==> src/rtl/mem_access_pkg.sv <==
// Shared types and constants for the memory access unit.
package mem_access_pkg;

  localparam int unsigned DataW     = 32;
  localparam int unsigned BeW       = 4;
  localparam int unsigned WordAddrW = 30;

  localparam logic [BeW-1:0] BE_WORD    = 4'b1111;
  localparam logic [BeW-1:0] BE_HALF_LO = 4'b0011;
  localparam logic [BeW-1:0] BE_HALF_HI = 4'b1100;

  typedef enum logic [1:0] {
    StIdle,
    StBusy,
    StDone
  } state_e;

endpackage

==> src/rtl/mem_lane_align.sv <==
// Selects the addressed byte/halfword lane of a read word and extends it to 32 bits.
module mem_lane_align
  import mem_access_pkg::*;
(
  input  logic [DataW-1:0] rdata_i,
  input  logic [1:0]       lane_i,
  input  logic             byte_i,
  input  logic             half_i,
  input  logic             sext_i,
  output logic [DataW-1:0] data_o
);

  logic [7:0]  byte_v;
  logic [15:0] half_v;

  // Lane select followed by sign or zero extension.
  always_comb begin
    unique case (lane_i)
      2'd0:    byte_v = rdata_i[7:0];
      2'd1:    byte_v = rdata_i[15:8];
      2'd2:    byte_v = rdata_i[23:16];
      default: byte_v = rdata_i[31:24];
    endcase
    half_v = lane_i[1] ? rdata_i[31:16] : rdata_i[15:0];
    if (byte_i) begin
      data_o = {{24{sext_i & byte_v[7]}}, byte_v};
    end else if (half_i) begin
      data_o = {{16{sext_i & half_v[15]}}, half_v};
    end else begin
      data_o = rdata_i;
    end
  end

endmodule

==> src/rtl/mem_access_unit.sv <==
// Memory-stage load/store unit: byte-enabled req/ack data-memory transactions,
// load lane alignment, and the LL/SC link reservation.
// Optional bus timeout abort is enabled with `define MEM_ACCESS_TIMEOUT_EN.
module mem_access_unit
  import mem_access_pkg::*;
#(
  parameter int unsigned TIMEOUT_CYCLES = 255,
  parameter int unsigned TO_W           = 8
) (
  input  logic             clk,
  input  logic             rst_n,
  input  logic             mem_valid,
  input  logic             mem_we,
  input  logic             mem_read,
  input  logic             mem_byte,
  input  logic             mem_halfword,
  input  logic             mem_signextend,
  input  logic             mem_ll,
  input  logic             mem_sc,
  input  logic [DataW-1:0] mem_addr,
  input  logic [DataW-1:0] mem_wdata,
  input  logic             link_clear,
  output logic [DataW-1:0] mem_rdata,
  output logic             mem_stall,
  output logic             addr_error,
  output logic             bus_error,
  output logic             dmem_req,
  output logic             dmem_we,
  output logic [BeW-1:0]   dmem_be,
  output logic [DataW-1:0] dmem_addr,
  output logic [DataW-1:0] dmem_wdata,
  input  logic [DataW-1:0] dmem_rdata,
  input  logic             dmem_ack
);

  state_e               state_q, state_d;
  logic                 req_q, req_d, we_q, we_d;
  logic [BeW-1:0]       be_q, be_d, be_sel;
  logic [DataW-1:0]     addr_q, addr_d, wdata_q, wdata_d, wdata_sel;
  logic [DataW-1:0]     rdata_q, rdata_d, load_data;
  logic                 link_valid_q, link_valid_d;
  logic [WordAddrW-1:0] link_addr_q, link_addr_d;
  logic                 addr_err_q, addr_err_d;
  logic                 is_word, acc, mis, sc_fail, store_hits_link, end_req;

`ifdef MEM_ACCESS_TIMEOUT_EN
  logic [TO_W-1:0] to_cnt_q, to_cnt_d;
  logic            bus_err_q, bus_err_d;
`endif

  assign is_word         = ~mem_byte & ~mem_halfword;
  assign acc             = mem_valid & (mem_read | mem_we);
  assign mis             = (mem_halfword & mem_addr[0]) | (is_word & (|mem_addr[1:0]));
  assign sc_fail         = acc & mem_sc &
                           ~(link_valid_q & (link_addr_q == mem_addr[DataW-1:2]));
  assign store_hits_link = link_valid_q & (link_addr_q == addr_q[DataW-1:2]);
  assign mem_stall       = acc & ~mis & ~sc_fail & (state_q != StDone);

  mem_lane_align u_lane_align (
    .rdata_i (dmem_rdata),
    .lane_i  (mem_addr[1:0]),
    .byte_i  (mem_byte),
    .half_i  (mem_halfword),
    .sext_i  (mem_signextend),
    .data_o  (load_data)
  );

  // Byte enables and lane-replicated store data for the addressed access size.
  always_comb begin
    if (mem_byte) begin
      be_sel    = 4'b0001 << mem_addr[1:0];
      wdata_sel = {4{mem_wdata[7:0]}};
    end else if (mem_halfword) begin
      be_sel    = mem_addr[1] ? BE_HALF_HI : BE_HALF_LO;
      wdata_sel = {2{mem_wdata[15:0]}};
    end else begin
      be_sel    = BE_WORD;
      wdata_sel = mem_wdata;
    end
  end

  // Next-state for the access FSM, request fields, load result and link.
  // MEM-stage inputs are held stable by the stall while BUSY, so they are used directly.
  always_comb begin
    state_d      = state_q;
    req_d        = req_q;
    we_d         = we_q;
    be_d         = be_q;
    addr_d       = addr_q;
    wdata_d      = wdata_q;
    rdata_d      = rdata_q;
    link_valid_d = link_valid_q;
    link_addr_d  = link_addr_q;
    addr_err_d   = 1'b0;
    end_req      = 1'b0;
`ifdef MEM_ACCESS_TIMEOUT_EN
    bus_err_d    = 1'b0;
    to_cnt_d     = (state_q == StBusy) ? to_cnt_q : '0;
`endif
    unique case (state_q)
      StIdle: begin
        if (acc) begin
          if (mis) begin
            addr_err_d = 1'b1;
          end else if (sc_fail) begin
            rdata_d = '0;
          end else begin
            req_d   = 1'b1;
            we_d    = mem_we;
            be_d    = be_sel;
            addr_d  = {mem_addr[DataW-1:2], 2'b00};
            wdata_d = mem_we ? wdata_sel : '0;
            state_d = StBusy;
          end
        end
      end
      StBusy: begin
        if (dmem_ack) begin
          end_req = 1'b1;
          if (mem_sc) begin
            rdata_d = DataW'(1);
          end else if (mem_read) begin
            rdata_d = load_data;
          end
          if (mem_ll) begin
            link_valid_d = 1'b1;
            link_addr_d  = addr_q[DataW-1:2];
          end
          if (mem_we && store_hits_link) begin
            link_valid_d = 1'b0;
          end
          state_d = StDone;
        end
`ifdef MEM_ACCESS_TIMEOUT_EN
        else if (to_cnt_q == TO_W'(TIMEOUT_CYCLES - 1)) begin
          end_req   = 1'b1;
          rdata_d   = '0;
          bus_err_d = 1'b1;
          state_d   = StDone;
        end else begin
          to_cnt_d = to_cnt_q + TO_W'(1);
        end
`endif
      end
      StDone:  state_d = StIdle;
      default: state_d = StIdle;
    endcase
    if (end_req) begin
      req_d   = 1'b0;
      we_d    = 1'b0;
      be_d    = '0;
      addr_d  = '0;
      wdata_d = '0;
    end
    // An external kill beats a same-cycle LL completion.
    if (link_clear) begin
      link_valid_d = 1'b0;
    end
  end

  // State registers; reset abandons any outstanding request at once.
  always_ff @(posedge clk or negedge rst_n) begin
    if (!rst_n) begin
      state_q      <= StIdle;
      req_q        <= 1'b0;
      we_q         <= 1'b0;
      be_q         <= '0;
      addr_q       <= '0;
      wdata_q      <= '0;
      rdata_q      <= '0;
      link_valid_q <= 1'b0;
      link_addr_q  <= '0;
      addr_err_q   <= 1'b0;
    end else begin
      state_q      <= state_d;
      req_q        <= req_d;
      we_q         <= we_d;
      be_q         <= be_d;
      addr_q       <= addr_d;
      wdata_q      <= wdata_d;
      rdata_q      <= rdata_d;
      link_valid_q <= link_valid_d;
      link_addr_q  <= link_addr_d;
      addr_err_q   <= addr_err_d;
    end
  end

`ifdef MEM_ACCESS_TIMEOUT_EN
  // Timeout counter and bus-error pulse.
  always_ff @(posedge clk or negedge rst_n) begin
    if (!rst_n) begin
      to_cnt_q  <= '0;
      bus_err_q <= 1'b0;
    end else begin
      to_cnt_q  <= to_cnt_d;
      bus_err_q <= bus_err_d;
    end
  end
  assign bus_error = bus_err_q;
`else
  logic unused_timeout_cfg;
  assign unused_timeout_cfg = ^{TIMEOUT_CYCLES, TO_W};
  assign bus_error          = 1'b0;
`endif

  assign mem_rdata  = rdata_q;
  assign addr_error = addr_err_q;
  assign dmem_req   = req_q;
  assign dmem_we    = we_q;
  assign dmem_be    = be_q;
  assign dmem_addr  = addr_q;
  assign dmem_wdata = wdata_q;

endmodule

==> config.mk <==
export PLATFORM = sky130hd
export DESIGN_NAME = mem_access_unit
export DESIGN_NICKNAME = d
export VERILOG_FILES = /design/src/rtl/mem_access_pkg.sv /design/src/rtl/mem_lane_align.sv /design/src/rtl/mem_access_unit.sv
export SDC_FILE = /design/constraint.sdc
export NUM_CORES = 1
export LEC_CHECK = 0
export CAP_MARGIN = 40
export CORE_UTILIZATION = 52
export DETAILED_ROUTE_END_ITERATION = 6
export GPL_ROUTABILITY_DRIVEN = 0
export PLACE_DENSITY = 0.87
export SLEW_MARGIN = 20
export SYNTH_ARGS = -nofsm -noshare
export SYNTH_HDL_FRONTEND = slang
export SYNTH_SLANG_ARGS = --single-unit
==> constraint.sdc <==
create_clock -name clk -period 5.1 [get_ports clk]
set_input_delay 1.02 -clock clk [delete_from_list [all_inputs] [get_ports clk]]
set_output_delay 1.02 -clock clk [all_outputs]
set_load 0.02 [all_outputs]
==> results summary <==
The flow ran to the end, and the final reports show no timing, DRC or antenna violations. The number of global-route vias before repair is 6343. The classification of the worst setup path is in -> out. Ranked by total cell area, the synthesized netlist is headed by sky130_fd_sc_hd__dfrtp_1 (47%), sky130_fd_sc_hd__nand2_1 (8.6%), sky130_fd_sc_hd__mux2_2 (7.0%). For this run, the leading register cell type out of synthesis is sky130_fd_sc_hd__dfrtp_1. The data arrival time of the critical path is around 3.4 ns.

The largest net degree at the start of global routing came out at 70. The number of DRC markers after the initial detailed-route iteration came out at about 650. The area growth from synthesis to layout is 39.2%. Measured along the x axis, the die boundary spans 119 um.

The beginning of the worst register-to-register path is link_addr_q[21]. In this run the worst path has a maximum fanout of 2. The number of hold buffers added after cts is 0. The effective utilization at floorplan is 53.5%. The final hold violation count was 0. The total clock sinks came out at about 130. The HPWL after detailed placement came out at 14800 um. TritonCTS built the clock tree. The number of standard cells after synthesis is around 700. In this run the cell area of the synthesized design comes to between 0.007 and 0.008 sq mm.

The overall die area is 0.0141 sq mm. The total DRC errors in the routed layout is 0. The final clock skew is 0.00954 ns.

After layout, the minimum clock period comes to about 4.4 ns. Yosys mapped a number of flops with a built-in enable equal to 0. In the final layout, the share of cells above drive strength 1 is approximately an eighth. Max-cap violations in this run came to 0. The first-pass iteration count of the detailed router came out at 7.

The adder-cell share of the synthesized area came out at 0%. After synthesis, flip-flops and latches occupy a little under half of the total area. The routed wire length per instance is 19.5 um. The register-to-register setup slack came out at ~2.2 ns. The leakage power summed over all cells came out at roughly 4.4 nW. The number of setup buffers added after CTS is 0. In this run the worst setup path begins at mem_addr[2].

The number of library cell types mapped by synthesis is between 40 and 50. The final max-slew violation count was 0. For this design the ratio of total power to cell area is approximately 390 mW/mm^2. The total overflow left after global routing is 0.

The count of instances resized after the clock tree is built is 0. The worst register-to-register path ends at dmem_addr[8]. The actual transition at the worst max-transition pin is just over 0.8 ns.

Traced cell by cell, the critical path runs through clkdlybuf4s50_1, xnor2_1, nand4_1, nor4_2, a21boi_4, nor3_1, clkdlybuf4s50_1. The wire length of the first global-routing pass is ~34000 um. The number of H-tree levels came out at 4. The total clock buffers created by CTS came out at 17. The count of warnings emitted by yosys came out at 0.

The die height is ~120 um. The compound-gate portion of the synthesized area came out at around an eighth. The share of flip-flops with an asynchronous set or reset after synthesis came out at 100%. The top achievable clock speed came out at 228 MHz. Once detail routing completed, the nets flagged for antenna violations numbered 0. The required arrival time at the worst endpoint came out at 4.08 ns. The synthesized netlist devotes between 7 and 8% of its cell area to XOR and XNOR gates. The all-layer global routing usage came out at 31.0%. STA classifies the critical path startpoint as an input pin. The count of final setup violators came out at 0.

After detailed routing, the number of vias per cell comes to ~5.9. The fraction of the cycle the final worst path needs is between 80% and 90%. The floorplan has between 40 and 50 rows. By area, the combinational part of the netlist is dominated by simple AND/OR/NAND/NOR gates. The region available for standard cell placement spans around 0.013 sq mm. Yosys instantiated no cell more often than sky130_fd_sc_hd__nand2_1.

The post-route setup TNS is 0 ns. The total I/O pin count came out at approximately 210. The destination of the critical timing path is mem_stall. In this run the tool buffered the top-level ports with ~210 buffer cells. The number of antenna violations at the first check in global routing is 0. The via total after detailed routing is around 6.5k. The clock root buffer is sky130_fd_sc_hd__clkbuf_16.

VDD sags by at most between 0.0002 and 0.00025 V. The share of synthesized area in the top cell type comes to 47.2%. The non-filler instance count after layout came out at 1101. The largest buffer count on any clock path came out at 2. The total wire length came out at roughly 21000 um. The highest cell delay on the worst timing path is just under 0.7 ns.

The count of filler cells inserted in the layout came out at between 900 and 1k. The commonest cells after synthesis are sky130_fd_sc_hd__nand2_1 (162), sky130_fd_sc_hd__dfrtp_1 (134), sky130_fd_sc_hd__o22ai_1 (61), sky130_fd_sc_hd__mux2_2 (44), sky130_fd_sc_hd__xnor2_1 (35). The number of antenna diodes came out at 0. Counting stages on the worst path, the most repeated cell is sky130_fd_sc_hd__clkdlybuf4s50_1. The placed instance count is 1067. Among all stages on the critical path, the largest delay is contributed by sky130_fd_sc_hd__clkdlybuf4s50_1. The layout net count came out at ~1k.

In this run the worst hold path is classified as in -> async. The mux cell area share after synthesis is 13.3%. Each instance of the synthesized netlist takes up on average between 9 and 10 sq um. The simple-gate area share of the yosys netlist is approximately 16%. The number of storage elements in the synthesis netlist came out at 134.

Setup repair after global routing left no endpoint under its margin. sky130_fd_sc_hd__dfrtp_1 takes more of the synthesized area than any other cell. The count of cells along the worst register-to-register path is 8. STA classifies the critical path endpoint as an output port.

The insertion delay to the later sink of the worst-skew pair is ~0.42 ns. The normalized max-slew margin came out at 45.3%. The CTS clock-pin slew for the worst setup and hold paths came out at about 0.06 ns.
==> per-stage QoR <==
step	worst slack (ns)	area (sq um)	hold slack [ns]	power (mW)	util [%]
2_1_floorplan	1.56	7110	0.513	2.14	-
3_3_place_gp	0.759	9290	0.459	2.64	69.8
3_5_place_dp	0.771	9310	0.463	2.68	70.0
4_1_cts	0.717	9870	0.461	3.86	74.3
5_1_grt	0.612	9890	0.466	4.03	74.4
6_report	0.707	9890	0.466	3.86	74.4
==> state kept, by name, summed over array words and instances (netlist names) <==
register      cells
dmem_req          1
dmem_be           4
mem_rdata        32
state_q           2
dmem_wdata       32
link_addr_q      30
link_valid_q      1
dmem_addr        30
dmem_we           1
addr_error        1
==> cell type report <==
| cell class | instances | area, sq um | area share (%) |
|---|---|---|---|
| tap | 176 | 220 | 2.23 |
| clock buffer | 22 | 454 | 4.59 |
| sequential | 134 | 3350 | 33.9 |
| timing repair buffer | 228 | 2270 | 22.9 |
| multi-input combinational | 524 | 3460 | 35.0 |
| inverter | 7 | 26.3 | 0.266 |
| clock inverter | 10 | 105 | 1.06 |
==> worst max-delay path, delay by kind of cell <==
family                    cells  cell delay (ns)
AOI/OAI and AO/OA             1             0.10
xor gates and xnor gates      1             0.27
buffers and inverters         2             1.16
and+or+nand+nor               3             0.83
==> worst min-delay path by stage <==
stage	slack [ns]	endpoint	from
floorplan	0.51	addr_error	state_q[1]
global placement	0.46	mem_rdata[3]	mem_rdata[3]
detailed placement	0.46	dmem_req	dmem_req
CTS	0.46	mem_rdata[3]	rst_n
global route	0.47	mem_rdata[3]	rst_n
finish	0.47	mem_rdata[3]	rst_n
==> cells by family after synthesis <==
| logic type | Yosys count |
|---|---|
| flip-flops | 134 |
| AND/OR/NAND/NOR | 250 |
| other | 1 |
| buffers and inverters | 65 |
| XOR/XNOR | 60 |
| multiplexers | 82 |
| AO/OA/AOI/OAI | 129 |
==> placed cells by master (no fill, tap or decap), drive strengths merged <==
| cell type | n |
|---|---|
| nand3b | 2 |
| a21oi | 10 |
| clkinv | 6 |
| o2bb2ai | 1 |
| a21boi | 1 |
| bufinv | 2 |
| a22o | 5 |
| nor2 | 20 |
| or2 | 1 |
| clkinvlp | 2 |
| a21o | 2 |
| inv | 7 |
| mux4 | 5 |
| o211ai | 5 |
| clkbuf | 22 |
| nand4 | 12 |
| nand2b | 2 |
| o21ai | 24 |
| nor4 | 8 |
| buf | 20 |
| nor3b | 1 |
| dfrtp | 134 |
| o221ai | 2 |
| o21a | 1 |
| nand2 | 162 |
| xnor2 | 35 |
| nand3 | 30 |
| nor2b | 6 |
| nor4b | 1 |
| o22ai | 62 |
| mux2 | 46 |
| mux2i | 31 |
| conb | 3 |
| clkdlybuf4s50 | 208 |
| o32ai | 16 |
| xor2 | 25 |
| nor3 | 5 |
==> metal layers <==
metal  part of all wire [%]  global-route usage (%)
met1                     41                    40.8
met2                     47                    48.0
met3                    7.4                    6.08
met4                    4.3                    17.5
met5                      0                       0
==> report_power, final <==
part	switching [mW]	internal (mW)	total, mW
clock	0.452	0.726	1.18
sequential	0.209	1.28	1.49
combinational	0.597	0.601	1.20
total	1.26	2.60	3.86
No activity file was read; power rests on OpenSTA's default activity.
